===== config.mk =====
export PLATFORM = sky130hd
export DESIGN_NAME = alu_writeback
export DESIGN_NICKNAME = d
export VERILOG_FILES = /design/src/rtl/alu_writeback.sv
export SDC_FILE = /design/constraint.sdc
export NUM_CORES = 1
export LEC_CHECK = 0
export ABC_CLOCK_PERIOD_IN_PS = 2000
export CORE_UTILIZATION = 53
export DETAILED_ROUTE_END_ITERATION = 12
export DONT_BUFFER_PORTS = 1
export PLACE_DENSITY = 0.68
export SLEW_MARGIN = 20
export SYNTH_ARGS = -nofsm -noshare
export SYNTH_HDL_FRONTEND = slang
export SYNTH_SLANG_ARGS = --single-unit

===== constraint.sdc =====
create_clock -name i_clk -period 2 [get_ports i_clk]
set_clock_uncertainty 0.15 [all_clocks]
set_input_delay 0.2 -clock i_clk [delete_from_list [all_inputs] [get_ports i_clk]]
set_output_delay 0.2 -clock i_clk [all_outputs]
set_load 0.005 [all_outputs]

===== src/rtl/alu_writeback.sv =====
// ALU writeback stage: registers ALU/load results, holds the carry and zero flags, drives the RF write port.
// Optional same-cycle forwarding of the pending write is enabled by defining ALU_WB_FWD_EN.
module alu_writeback #(
   parameter int unsigned DW           = 8,
   parameter int unsigned RA           = 3,
   parameter int unsigned ZERO_REG     = 1,
   parameter int unsigned LOAD_TIMEOUT = 15
) (
   input  logic          i_clk,
   input  logic          i_reset,
   input  logic          i_in_valid,
   output logic          o_in_ready,
   input  logic [DW-1:0] i_alu_out,
   input  logic          i_alu_sc_out,
   input  logic          i_alu_zero,
   input  logic [RA-1:0] i_dest,
   input  logic          i_wr_reg,
   input  logic          i_wr_sc,
   input  logic          i_is_load,
   input  logic [DW-1:0] i_mem_rdata,
   input  logic          i_mem_rvalid,
   output logic          o_sc_flag,
   output logic          o_zero_flag,
   output logic          o_rf_we,
   output logic [RA-1:0] o_rf_waddr,
   output logic [DW-1:0] o_rf_wdata,
   output logic          o_fwd_valid,
   output logic [RA-1:0] o_fwd_addr,
   output logic [DW-1:0] o_fwd_data,
   output logic          o_load_err
);

   typedef enum logic [1:0] {StIdle, StWrite, StLoadWait} state_e;

   localparam logic [7:0] LastCnt = 8'(LOAD_TIMEOUT - 1);

   state_e        r_state;
   state_e        w_state_next;
   logic [7:0]    r_cnt;
   logic [RA-1:0] r_ld_dest;
   logic          r_ld_wr;
   logic          r_wr_en;
   logic [RA-1:0] r_waddr;
   logic [DW-1:0] r_wdata;
   logic          r_sc;
   logic          r_zero;
   logic          r_err;

   logic w_ready;
   logic w_accept;
   logic w_alu_we;
   logic w_ld_hit;
   logic w_ld_expire;
   logic w_rf_we;

   // Effective write enable: writes to r0 are dropped when it is hardwired to zero.
   function automatic logic dest_ok(input logic [RA-1:0] d);
      return !((ZERO_REG != 0) && (d == '0));
   endfunction

   always_comb begin
      w_ready     = !i_reset && (r_state != StLoadWait);
      w_accept    = i_in_valid && w_ready;
      w_alu_we    = i_wr_reg && dest_ok(i_dest);
      w_ld_hit    = (r_state == StLoadWait) && i_mem_rvalid;
      // Data arriving on the expiry cycle wins over the timeout.
      w_ld_expire = (r_state == StLoadWait) && !i_mem_rvalid && (r_cnt == LastCnt);
   end

   always_ff @(posedge i_clk or posedge i_reset) begin
      if (i_reset) begin
         r_state <= StIdle;
      end else begin
         r_state <= w_state_next;
      end
   end

   always_comb begin
      w_state_next = r_state;
      unique case (r_state)
         StIdle, StWrite: begin
            if (w_accept) begin
               w_state_next = i_is_load ? StLoadWait : StWrite;
            end else begin
               w_state_next = StIdle;
            end
         end
         StLoadWait: begin
            if (w_ld_hit) begin
               w_state_next = StWrite;
            end else if (w_ld_expire) begin
               w_state_next = StIdle;
            end
         end
         default: w_state_next = StIdle;
      endcase
   end

   always_ff @(posedge i_clk or posedge i_reset) begin
      if (i_reset) begin
         r_cnt     <= '0;
         r_ld_dest <= '0;
         r_ld_wr   <= 1'b0;
         r_wr_en   <= 1'b0;
         r_waddr   <= '0;
         r_wdata   <= '0;
         r_sc      <= 1'b0;
         r_zero    <= 1'b0;
         r_err     <= 1'b0;
      end else begin
         if (w_accept && !i_is_load) begin
            r_zero  <= i_alu_zero;
            r_wr_en <= w_alu_we;
            if (i_wr_sc) begin
               r_sc <= i_alu_sc_out;
            end
            if (w_alu_we) begin
               r_waddr <= i_dest;
               r_wdata <= i_alu_out;
            end
         end
         if (w_accept && i_is_load) begin
            r_ld_dest <= i_dest;
            r_ld_wr   <= i_wr_reg && dest_ok(i_dest);
            r_cnt     <= '0;
            r_wr_en   <= 1'b0;
         end
         if (r_state == StLoadWait) begin
            r_cnt <= r_cnt + 8'd1;
         end
         if (w_ld_hit) begin
            r_zero  <= (i_mem_rdata == '0);
            r_wr_en <= r_ld_wr;
            if (r_ld_wr) begin
               r_waddr <= r_ld_dest;
               r_wdata <= i_mem_rdata;
            end
         end
         if (w_ld_expire) begin
            r_err <= 1'b1;
         end
      end
   end

   always_comb begin
      w_rf_we     = (r_state == StWrite) && r_wr_en;
      o_in_ready  = w_ready;
      o_rf_we     = w_rf_we;
      o_rf_waddr  = r_waddr;
      o_rf_wdata  = r_wdata;
      o_sc_flag   = r_sc;
      o_zero_flag = r_zero;
      o_load_err  = r_err;
   end

`ifdef ALU_WB_FWD_EN
   assign o_fwd_valid = w_rf_we;
   assign o_fwd_addr  = r_waddr;
   assign o_fwd_data  = r_wdata;
`else
   assign o_fwd_valid = 1'b0;
   assign o_fwd_addr  = '0;
   assign o_fwd_data  = '0;
`endif

endmodule


==> flow_metrics.tcl <==
set metrics [dict create \
    ys_ff_latch 29 \
    port_buffers 0 \
    arrival_ps 1990 \
    post-route-period-util_pct 93.0 \
    finalMaxSlewViolations 0 \
    drt_wl_total_mm 3.61 \
    ys_warn_count 0 \
    vias 1274 \
    layout-drive-gt1-share_pct 11.6 \
    htreeDepth 2 \
    p_switching_mw 0.493 \
    die-height_um 55.1 \
    cp-start-kind "register" \
    synth.distinct_cells 38 \
    synth_area_sq_um 1490 \
    ys.flop_type "dfrtp_1" \
    tns_ps 0 \
    fin_nets 219 \
    drc 0 \
    diodes 0 \
    place_congestion 0.802 \
    cts.sinks 29 \
    post_drt_wl_per_cell_um 16.4 \
    area_growth_pct 23.2 \
    p_clk_share_pct 26.1 \
    synth_commonest_cells "dfrtp_1 (29), nand2_1 (22), o21ai_0 (13)" \
    grt_util_met3_pct 11.7 \
    finalCriticalPeriod_ps 1860 \
    status "finished, final reports clean" \
    synth_most_common_cell "dfrtp_1" \
    hpwl_mm 2.25 \
    synth_top_cell_by_area "dfrtp_1" \
    clkTransAtPathRegs_ps 90 \
    swShare_pct 31.1 \
    start_util_pct 58.2 \
    cpMaxStageDelayCell "dlygate4sd3_1" \
    worstPathRequired_ps 2130 \
    p_int_mw 1.09 \
    hold_viol_final 0 \
    p_per_area_nw_per_um2 861 \
    fin_util_pct 71.7 \
    worstMarginPinSlew_ps 601 \
    p_leak_nw 0.846 \
    core_area_sq_um 2570 \
    drv_cap 0 \
    synthCells 156 \
    synth_area_leaders "dfrtp_1 (49%), buf_4 (6.0%), nand2_1 (5.5%)" \
    cts-buffers-inserted 5 \
    maxSlewHeadroom_pct 59.4 \
    use_met1_pct 28.9 \
    grt_usage_pct 25.4 \
    async_flop_share_pct 100 \
    hold_class "input pin to register" \
    via_per_inst 5.79 \
    yosys.area.top_type_share_pct 48.6 \
    peakVddDrop_mv 0.646 \
    io_pins 56 \
    rsz0062_at_grt "no" \
    tritoncts "yes" \
    use_met2_pct 40.4 \
    avgSynthCellArea_sq_um 9.58 \
    cts.path.max_buffers 2 \
    postCtsSetupRepairBufs 0 \
    overflow 0 \
    timing.fmax_mhz 538 \
    antenna_left 0 \
    synth_edf_count 0 \
    cts-root-buf "clkbuf_4" \
    grt_pass1_vias 1133 \
    num_rows 18 \
    grt_max_degree 30 \
    yosysSeqAreaShare_pct 48.6 \
    grt_pass1_wl_mm 5.09 \
    path_class "register to register" \
    finalSetupViolCount 0 \
    cp_num_buf_inv 1 \
    antenna_found_initial 0 \
    dr.pass1.iters 4 \
    fillers 184 \
    crit_path_end_kind "register" \
    path_delay_family "buffers and inverters" \
    grt_most_used_layer "met2" \
    die_area_sq_um 3030 \
    drt_iter0_markers 20 \
    seqPwrFrac_pct 54.4 \
    path_cells "nor2b_4 > nand2_1 > o31ai_1 > dlygate4sd3_1" \
    die_x_um 55.1 \
    slowest_delay_ps 590 \
    pwr-share-comb_pct 19.4 \
    clk_latency_ps 330 \
    path_max_fanout 14 \
]
-- sequential cells by signal, summed over array words and instances, names as in the netlist, 2 cells and up --
signal / count
o_rf_waddr: 3
o_rf_wdata: 8
r_cnt: 8
r_ld_dest: 3
r_state: 2
-- worst register-to-register path: cells and delay by family (launching register included) --
kind / cells / cell delay (ps)
compound gates: 1 / 110
flops: 1 / 420
buf+inv: 1 / 590
simple gates: 2 / 530
-- area by class of cell --
type | count | area (sq um) | share of cell area, %
Multi-Input combinational cell | 115 | 668 | 36.3
Inverter | 5 | 18.8 | 1.02
Timing Repair Buffer | 33 | 320 | 17.4
Clock inverter | 1 | 5.00 | 0.272
Clock buffer | 7 | 65.1 | 3.54
Sequential cell | 29 | 726 | 39.4
Tap cell | 30 | 37.5 | 2.04
-- timing repair --
| action | in CTS | in global routing |
|---|---|---|
| gates resized for setup | 0 | 0 |
| hold endpoints to repair | 51 | 1 |
| hold buffers | 27 | 2 |
-- through the flow --
stage                     cells  cell area (sq um)  power (mW)  setup WS (ps)  hold WS (ps)
after floorplan             167               1540        1.07            299           128
after global placement      183               1480        1.10            253          33.5
after detailed placement    183               1480        1.13            187          35.4
after CTS                   218               1820        1.59            171         0.509
after global routing        220               1840        1.68           68.1          35.9
final                       220               1840        1.58            140          16.9
-- power groups by stage --
stage | combinational (mW) | clock (mW) | sequential [mW]
6_report | 0.307 | 0.414 | 0.862
5_1_grt | 0.346 | 0.445 | 0.887
4_1_cts | 0.302 | 0.427 | 0.862
3_5_place_dp | 0.255 | 0 | 0.873
3_3_place_gp | 0.239 | 0 | 0.866
2_1_floorplan | 0.230 | 0 | 0.835
-- cell usage in the layout, fill, tap and decap left out, types with 5 or more instances in the layout --
| cell | synthesis | routed |
|---|---|---|
| dlygate4sd3_1 | 0 | 29 |
| dfrtp_1 | 29 | 29 |
| nand2_1 | 22 | 22 |
| o21ai_0 | 13 | 13 |
| nor2_1 | 12 | 12 |
| conb_1 | 1 | 12 |
| a31oi_1 | 10 | 10 |
| nand4_1 | 5 | 5 |
| inv_1 | 5 | 5 |
| clkbuf_4 | 0 | 5 |
-- worst paths after layout --
| kind | start | endpoint | slack, ps | cells past startpoint |
|---|---|---|---|---|
| max in group asynchronous | i_reset | o_rf_wdata[0] | 1160 | 3 |
| setup / recovery | r_state[1] | r_state[0] | 140 | 4 |
| setup reg to reg | r_state[1] | r_state[0] | 140 | 4 |
| hold reg to reg | r_cnt[7] | r_cnt[7] | 350 | 1 |
| hold / removal | i_is_load | o_sc_flag | 20 | 3 |
| min in group asynchronous | i_reset | o_load_err | 260 | 3 |
-- layer usage --
metal | up-vias | share of wire (%)
met4 | 0 | 2.2
met2 | 62 | 48
li1 | 600 | -
met1 | 600 | 41
met5 | - | 0
met3 | 12 | 8.8
-- cells by family after synthesis --
logic type                 after synthesis  share of synthesized area (%)
other                                    1                          0.251
and+or+nand+nor                         59                           21.2
AOI/OAI and AO/OA                       37                           15.2
DFF                                     29                           48.6
muxes                                    5                           3.68
buffers and inverters                   23                           9.46
adders and majority gates                2                           1.67
Note: power is estimated with default switching activity, not from simulation.
